**src/rtl/piece_controller_pkg.sv**
```systemverilog
// Shared types, board constants and cell-placement helper for the
// active-piece controller and its shape ROM.
package piece_controller_pkg;

  localparam int X_SIZE  = 10;
  localparam int Y_SIZE  = 20;
  // Coordinates are carried mod 32 so off-board moves wrap high and fail the bounds check.
  localparam int COORD_W = $clog2((X_SIZE > Y_SIZE) ? X_SIZE : Y_SIZE);
  localparam int CNT_W   = 8;

  typedef enum logic [2:0] {P_I, P_O, P_T, P_S, P_Z, P_J, P_L} piece_t;

  typedef enum logic [2:0] {
    C_EMPTY, C_CYAN, C_YELLOW, C_PURPLE, C_GREEN, C_RED, C_BLUE, C_ORANGE
  } block_color_t;

  typedef enum logic [1:0] {S_FALL, S_LOCK, S_SPAWN, S_OVER} ctrl_state_t;

  localparam logic [15:0] I_ROT0_OFFS = 16'h159D;

  function automatic block_color_t piece_color(piece_t p);
    return block_color_t'(3'(p) + 3'd1);
  endfunction

  // offs holds 4 x {dx,dy}, cell0 in [15:12]; result is {x vector, y vector}.
  function automatic logic [39:0] place_cells(logic [15:0] offs,
                                              logic [COORD_W-1:0] ox,
                                              logic [COORD_W-1:0] oy);
    logic [39:0] r;
    r = '0;
    for (int k = 0; k < 4; k++) begin
      r[39-5*k -: 5] = ox + COORD_W'(offs[15-4*k -: 2]);
      r[19-5*k -: 5] = oy + COORD_W'(offs[13-4*k -: 2]);
    end
    return r;
  endfunction

endpackage

```
**src/rtl/piece_controller_shape_rom.sv**
```systemverilog
// Tetromino offset ROM: 4 cells of {dx,dy} inside a 4x4 box, listed row-major
// (by dy, then dx) so cell order is stable across the design.
module piece_shape_rom
  import piece_controller_pkg::*;
(
  input  logic [2:0]  piece,
  input  logic [1:0]  rot,
  output logic [15:0] offs
);

  always_comb begin
    offs = I_ROT0_OFFS;
    case ({piece, rot})
      5'd0:  offs = I_ROT0_OFFS;
      5'd1:  offs = 16'h89AB;
      5'd2:  offs = 16'h26AE;
      5'd3:  offs = 16'h4567;
      5'd4, 5'd5, 5'd6, 5'd7: offs = 16'h4859;
      5'd8:  offs = 16'h4159;
      5'd9:  offs = 16'h4596;
      5'd10: offs = 16'h1596;
      5'd11: offs = 16'h4156;
      5'd12: offs = 16'h4815;
      5'd13: offs = 16'h459A;
      5'd14: offs = 16'h5926;
      5'd15: offs = 16'h0156;
      5'd16: offs = 16'h0459;
      5'd17: offs = 16'h8596;
      5'd18: offs = 16'h156A;
      5'd19: offs = 16'h4152;
      5'd20: offs = 16'h0159;
      5'd21: offs = 16'h4856;
      5'd22: offs = 16'h159A;
      5'd23: offs = 16'h4526;
      5'd24: offs = 16'h8159;
      5'd25: offs = 16'h456A;
      5'd26: offs = 16'h1592;
      5'd27: offs = 16'h0456;
      default: offs = I_ROT0_OFFS;
    endcase
  end

endmodule

```
**src/rtl/piece_controller.sv**
```systemverilog
// Falling-piece controller: holds the active tetromino, offers candidate
// positions to the board and sequences gravity, auto-repeat, lock and spawn.
module piece_controller
  import piece_controller_pkg::*;
#(
  parameter int DROP_PERIOD = 30,
  parameter int SOFT_PERIOD = 3,
  parameter int DAS_DELAY   = 10,
  parameter int DAS_RATE    = 3,
  parameter int SPAWN_X     = 3,
  parameter int SPAWN_Y     = 0
) (
  input  logic        Clk,
  input  logic        Reset,
  input  logic        key_left,
  input  logic        key_right,
  input  logic        key_down,
  input  logic        key_rot_l,
  input  logic        key_rot_r,
  input  logic [4:0]  can_move,
  output logic [19:0] x_block,
  output logic [19:0] y_block,
  output logic [19:0] save_xblock,
  output logic [19:0] save_yblock,
  output logic [19:0] x_move_left,
  output logic [19:0] y_move_left,
  output logic [19:0] x_move_right,
  output logic [19:0] y_move_right,
  output logic [19:0] x_move_down,
  output logic [19:0] y_move_down,
  output logic [19:0] x_rotate_left,
  output logic [19:0] y_rotate_left,
  output logic [19:0] x_rotate_right,
  output logic [19:0] y_rotate_right,
  output logic [2:0]  block,
  output logic        piece_locked,
  output logic        game_over
);

  localparam logic [COORD_W-1:0] SX         = COORD_W'(SPAWN_X);
  localparam logic [COORD_W-1:0] SY         = COORD_W'(SPAWN_Y);
  localparam logic [CNT_W-1:0]   GRAV_DROP  = CNT_W'(DROP_PERIOD - 1);
  localparam logic [CNT_W-1:0]   GRAV_SOFT  = CNT_W'(SOFT_PERIOD - 1);
  localparam logic [CNT_W-1:0]   DAS_MAX    = CNT_W'(DAS_DELAY);
  // Reloading below DAS_MAX makes the counter revisit DAS_MAX every DAS_RATE frames.
  localparam logic [CNT_W-1:0]   DAS_RELOAD = CNT_W'(DAS_DELAY - DAS_RATE + 1);
  localparam logic [CNT_W-1:0]   CNT_ONE    = CNT_W'(1);

  ctrl_state_t        state_q, state_d;
  piece_t             type_q, type_d, spawn_type;
  logic [1:0]         rot_q, rot_d;
  logic [COORD_W-1:0] ox_q, ox_d, oy_q, oy_d;
  logic [CNT_W-1:0]   grav_q, grav_d, das_l_q, das_l_d, das_r_q, das_r_d;
  logic [6:0]         lfsr_q, lfsr_d;
  logic [4:0]         keys, keys_q, keys_d, rise;
  logic [39:0]        save_q, save_d;
  logic [15:0]        offs_cur, offs_rl, offs_rr, offs_spawn;
  logic               lock_req, drop, grav_due, rep_l, rep_r;

  assign keys       = {key_left, key_right, key_down, key_rot_l, key_rot_r};
  assign rise       = keys & ~keys_q;
  assign spawn_type = (lfsr_q[2:0] == 3'd7) ? P_I : piece_t'(lfsr_q[2:0]);
  assign grav_due   = grav_q >= (key_down ? GRAV_SOFT : GRAV_DROP);
  assign rep_l      = key_left  && (das_l_q == DAS_MAX);
  assign rep_r      = key_right && (das_r_q == DAS_MAX);

  piece_shape_rom u_rom_cur   (.piece(type_q),     .rot(rot_q),        .offs(offs_cur));
  piece_shape_rom u_rom_rl    (.piece(type_q),     .rot(rot_q - 2'd1), .offs(offs_rl));
  piece_shape_rom u_rom_rr    (.piece(type_q),     .rot(rot_q + 2'd1), .offs(offs_rr));
  piece_shape_rom u_rom_spawn (.piece(spawn_type), .rot(2'd0),         .offs(offs_spawn));

  assign {x_block, y_block}               = place_cells(offs_cur, ox_q, oy_q);
  assign {x_move_left, y_move_left}       = place_cells(offs_cur, ox_q - 5'd1, oy_q);
  assign {x_move_right, y_move_right}     = place_cells(offs_cur, ox_q + 5'd1, oy_q);
  assign {x_move_down, y_move_down}       = place_cells(offs_cur, ox_q, oy_q + 5'd1);
  assign {x_rotate_left, y_rotate_left}   = place_cells(offs_rl, ox_q, oy_q);
  assign {x_rotate_right, y_rotate_right} = place_cells(offs_rr, ox_q, oy_q);
  assign {save_xblock, save_yblock}       = save_q;
  assign block                            = piece_color(type_q);

  always_ff @(posedge Clk) begin
    if (Reset) begin
      state_q <= S_FALL;
      type_q  <= P_I;
      rot_q   <= 2'd0;
      ox_q    <= SX;
      oy_q    <= SY;
      grav_q  <= '0;
      das_l_q <= '0;
      das_r_q <= '0;
      lfsr_q  <= 7'h01;
      keys_q  <= '0;
      save_q  <= place_cells(I_ROT0_OFFS, SX, SY);
    end else begin
      state_q <= state_d;
      type_q  <= type_d;
      rot_q   <= rot_d;
      ox_q    <= ox_d;
      oy_q    <= oy_d;
      grav_q  <= grav_d;
      das_l_q <= das_l_d;
      das_r_q <= das_r_d;
      lfsr_q  <= lfsr_d;
      keys_q  <= keys_d;
      save_q  <= save_d;
    end
  end

  always_comb begin
    state_d = state_q;
    case (state_q)
      S_FALL:  if (lock_req) state_d = S_LOCK;
      S_LOCK:  state_d = (oy_q == SY) ? S_OVER : S_SPAWN;
      S_SPAWN: state_d = S_FALL;
      default: state_d = S_OVER;
    endcase
  end

  always_comb begin
    piece_locked = (state_q == S_LOCK);
    game_over    = (state_q == S_OVER);
  end

  always_comb begin
    type_d   = type_q;
    rot_d    = rot_q;
    ox_d     = ox_q;
    oy_d     = oy_q;
    grav_d   = grav_q;
    das_l_d  = das_l_q;
    das_r_d  = das_r_q;
    keys_d   = keys;
    lfsr_d   = {lfsr_q[5:0], lfsr_q[6] ^ lfsr_q[5]};
    save_d   = {x_block, y_block};
    lock_req = 1'b0;
    drop     = 1'b0;
    case (state_q)
      S_FALL: begin
        // Left suppresses right entirely while held; rejected requests are simply dropped.
        if (rise[0] && can_move[2])                            rot_d = rot_q + 2'd1;
        else if (rise[1] && can_move[1])                       rot_d = rot_q - 2'd1;
        else if ((rise[4] || rep_l) && can_move[4])            ox_d  = ox_q - 5'd1;
        else if (!key_left && (rise[3] || rep_r) && can_move[3]) ox_d = ox_q + 5'd1;
        else if (grav_due) begin
          if (can_move[0]) begin
            oy_d = oy_q + 5'd1;
            drop = 1'b1;
          end else begin
            lock_req = 1'b1;
          end
        end
        grav_d  = drop ? '0 : (grav_due ? grav_q : grav_q + CNT_ONE);
        das_l_d = !key_left  ? '0 : (das_l_q == DAS_MAX) ? DAS_RELOAD : das_l_q + CNT_ONE;
        das_r_d = !key_right ? '0 : (das_r_q == DAS_MAX) ? DAS_RELOAD : das_r_q + CNT_ONE;
      end
      S_SPAWN: begin
        type_d  = spawn_type;
        rot_d   = 2'd0;
        ox_d    = SX;
        oy_d    = SY;
        grav_d  = '0;
        das_l_d = '0;
        das_r_d = '0;
        // Erase vector matches the new piece so the just-locked cells survive.
        save_d  = place_cells(offs_spawn, SX, SY);
      end
      S_OVER:  save_d = save_q;
      default: ;
    endcase
  end

endmodule

```
**config.mk**
```make
export PLATFORM = sky130hd
export DESIGN_NAME = piece_controller
export DESIGN_NICKNAME = d
export VERILOG_FILES = /design/src/rtl/piece_controller_pkg.sv /design/src/rtl/piece_controller_shape_rom.sv /design/src/rtl/piece_controller.sv
export SDC_FILE = /design/constraint.sdc
export NUM_CORES = 1
export LEC_CHECK = 0
export CAP_MARGIN = 20
export CORE_MARGIN = 4
export CORE_UTILIZATION = 55
export DETAILED_ROUTE_END_ITERATION = 8
export PLACE_DENSITY_LB_ADDON = 0.15
export SLEW_MARGIN = 25
export SYNTH_ARGS = -nofsm -noshare
export SYNTH_HDL_FRONTEND = slang
export SYNTH_HIERARCHICAL = 1
export SYNTH_SLANG_ARGS = --single-unit
```
**constraint.sdc**
```tcl
create_clock -name Clk -period 10.5 [get_ports Clk]
set_clock_uncertainty 0.2 [all_clocks]
set_input_delay 1.05 -clock Clk [delete_from_list [all_inputs] [get_ports Clk]]
set_output_delay 1.05 -clock Clk [all_outputs]
set_load 0.01 [all_outputs]
```
==> reports/results.tsv <==
stage	metric	value	unit
outcome	run_status	finished clean	
critical_path	regToRegStartpoint	type_q[1]	
power	power.ir.vdd_worst	0.0000918	V
critical_path	crit_required	9.25	ns
timing	worst_slew_pin_slew	1.00	ns
power	p_sw	0.603	mW
yosys	synth_area	11100	um2
critical_path	timing.rr.end	save_q[29]	
critical_path	timing.critical_path.fanout_max	11	
clock_network	cts_buffers	9	
die	fp.dieH	150	um
yosys	avg_synthesized_cell_area	7.88	um2
power	netSwitchingFraction	0.381	
clock_network	clock_insertion_delay_worst_skew	0.35	ns
finish	drive_gt1_frac	0.0517	
yosys	synth_common_cells	inv_1, nor2_1, ha_1	
routing	remaining_drc_errors	0	
finish	final_cell_area	13800	um2
min_path	hold_path_class	reg2reg	
routing	wl_met2	16000	um
yosys	seq_area_frac_synth	0.167	
global_route	globalRoute.totalOverflow	0	
critical_path	critical_path_class	reg2out	
power	total_power	1.58	mW
power	p_leak	5.74	nW
die	floorplan.die.width	150	um
yosys	synthDominantAreaCellType	dfxtp_1	
clock_network	cts_tree	yes	
yosys	synth_area_leaders	dfxtp_1, ha_1, fa_1, buf_4, xnor2_1	
yosys	syn-instance-count	1402	
clock_network	cts-root-to-sink-buffers	2	
die	total_i_o_pin_count	297	
clock_network	clk_root_buffer_cell	clkbuf_16	
placed_design	dp.final_hpwl	23900	um
routing	top_layer_used	met4	
yosys	synth_most_common_cell	inv_1	
routing	ant_nets	0	
power	p_int	0.980	mW
clock_network	clk_transition_reported_paths	0.07	ns
routing	met3WireLength	1940	um
placed_design	buffer_ports.inserted	296	
power	share_seq_of_total_power	0.245	
routing	drt_first_iter_violations	524	
yosys	synth.lib_cells_used.distinct	83	
die	dieArea	22400	um2
routing	num_vias	10200	
critical_path	critical_path_endpoint_category	output port	
power	power_density	115	nW/um2
critical_path	timing.critical_path.from_type	flop	
clock_network	number_of_hold_buffers_added_after_cts	0	
timing	maxSlewViolCount	0	
yosys	synth-async-reset-ratio	0	
finish	antennaDiodeCount	0	
global_route	grt_start_max_net_pins	109	
finish	finish.net_count	1748	
placed_design	placed_area	13500	um2
routing	drt_first_pass_iters	7	
clock_network	cts_post_setup_buffers_inserted	0	
timing	timing.final.crit_share	0.536	
power	power.combinational.fraction	0.552	
power	clock_power_share	0.203	
timing	timing.slew.headroom	0.326	
routing	avgViaCountPerCell	5.49	
timing	grt_setup_unrepaired	no	
die	core_area	19600	um2
timing	finalSetupViolCount	0	
critical_path	rrSetupSlack	6.90	ns
die	core.rowCount	51	
critical_path	cp-startpoint	rot_q[0]	
yosys	synth-seq-cells	92	
placed_design	place_congestion	0.906	
global_route	antenna_found_initial	0	
timing	final-hold-violation-count	0	
clock_network	number_of_instances_resized_during_post_cts_repair	0	
global_route	gr-usage-all-layers	0.272	
flow_run	maxCapViolations	0	
routing	wl	31500	um
timing	period_minus_slack	5.63	ns
routing	wl_met1	13000	um
clock_network	clock-sinks	92	
timing	setup_tns	0	ns
critical_path	worst-endpoint-arrival	4.38	ns
global_route	first_global_vias	9668	
critical_path	r2r.worst_path.cells	10	
clock_network	ctsHtreeMaxLevel	3	
finish	syn_to_final_growth	24.8	%
yosys	ys.flop_type	dfxtp_1	
routing	routed_wire_length_per_instance	17.0	um
yosys	yosysTopAreaCellShare	0.167	
critical_path	cp-endpoint	y_rotate_right[19]	
yosys	syn_warnings	6	
yosys	synth_edf_count	0	
die	start_util	0.564	
global_route	grt_pass1_wl	49700	um
timing	max_freq	178	MHz
[sequential cells by signal (all words and copies together) (netlist names)]
| signal | count |
|---|---|
| das_l_q | 8 |
| das_r_q | 8 |
| grav_q | 8 |
| keys_q | 4 |
| lfsr_q | 7 |
| ox_q | 5 |
| oy_q | 5 |
| rot_q | 2 |
| save_q | 40 |
| state_q | 2 |
| type_q | 3 |
[metrics by stage]
step	worst slack (ns)	hold WS [ns]	util	instances
2_1_floorplan	6.28	0.214	-	1415
3_3_place_gp	5.49	0.218	0.689	1835
3_5_place_dp	5.24	0.229	0.689	1835
4_1_cts	4.87	0.238	0.704	1851
5_1_grt	4.55	0.260	0.704	1851
6_report	4.87	0.239	0.704	1851
[metal layers]
layer | global-route usage | vias up
met5 | 0 | -
met2 | 0.479 | 342
met4 | 0.0714 | 0
li1 | - | 4986
met1 | 0.347 | 4779
met3 | 0.0409 | 51
[worst min path at each step]
stage	start	end	slack (ns)	depth (start not counted)
after floorplan	lfsr_q[3]	lfsr_q[4]	0.21	1
after global placement	lfsr_q[4]	lfsr_q[5]	0.22	1
after detailed placement	lfsr_q[3]	lfsr_q[4]	0.23	1
after CTS	lfsr_q[4]	lfsr_q[5]	0.24	1
after global routing	lfsr_q[4]	lfsr_q[5]	0.26	1
final	lfsr_q[4]	lfsr_q[5]	0.24	1
[worst max-delay path, stage by stage, from the launching register on]
cell and delay (ns):
dfxtp_1 0.42, xnor2_1 0.71, inv_1 0.26, inv_1 0.22, ha_1 0.35, a21oi_1 0.11, o31ai_1 0.39, ha_1 0.25
inv_1 0.06, fa_1 0.39, nor2_1 0.16, xor2_1 0.16, clkdlybuf4s50_1 0.56
[cell families (layout without fill, tap and decap cells)]
kind of cell / Yosys count / in the layout / synth area share
AND/OR/NAND/NOR: 420 / 420 / 0.190
buffers and inverters: 285 / 456 / 0.136
AO/OA/AOI/OAI: 284 / 284 / 0.170
adder cells (fa/ha/maj): 161 / 161 / 0.206
XOR/XNOR: 129 / 129 / 0.102
flip-flops: 92 / 92 / 0.167
multiplexers: 30 / 30 / 0.0290
other: 1 / 14 / 0.000339
[layout by cell type (no fill, tap or decap), types with 35 or more instances in the layout]
cell	n
nor2b_1	35
ha_1	119
o21ai_0	43
xnor2_1	67
fa_1	36
a21oi_1	87
nand2_1	103
nand3_1	38
inv_1	127
dfxtp_1	87
clkdlybuf4s50_1	295
xor2_1	62
nor2_1	121
[final cells by class]
type / instances / area, um2
Multi-Input combinational cell: 1038 / 7770
Fill cell: 1629 / 5790
Timing Repair Buffer: 312 / 3080
Sequential cell: 92 / 1850
Inverter: 128 / 480
Tap cell: 265 / 332
Clock buffer: 9 / 225
Clock inverter: 7 / 68.8
[power by group through the flow]
| stage | combinational, mW | sequential [mW] | clock (mW) |
|---|---|---|---|
| 2_1_floorplan | 0.493 | 0.395 | 0 |
| 3_3_place_gp | 0.860 | 0.394 | 0 |
| 3_5_place_dp | 0.873 | 0.395 | 0 |
| 4_1_cts | 0.877 | 0.387 | 0.328 |
| 5_1_grt | 0.948 | 0.389 | 0.345 |
| 6_report | 0.874 | 0.387 | 0.322 |
Note: power is estimated with default switching activity, not from simulation.
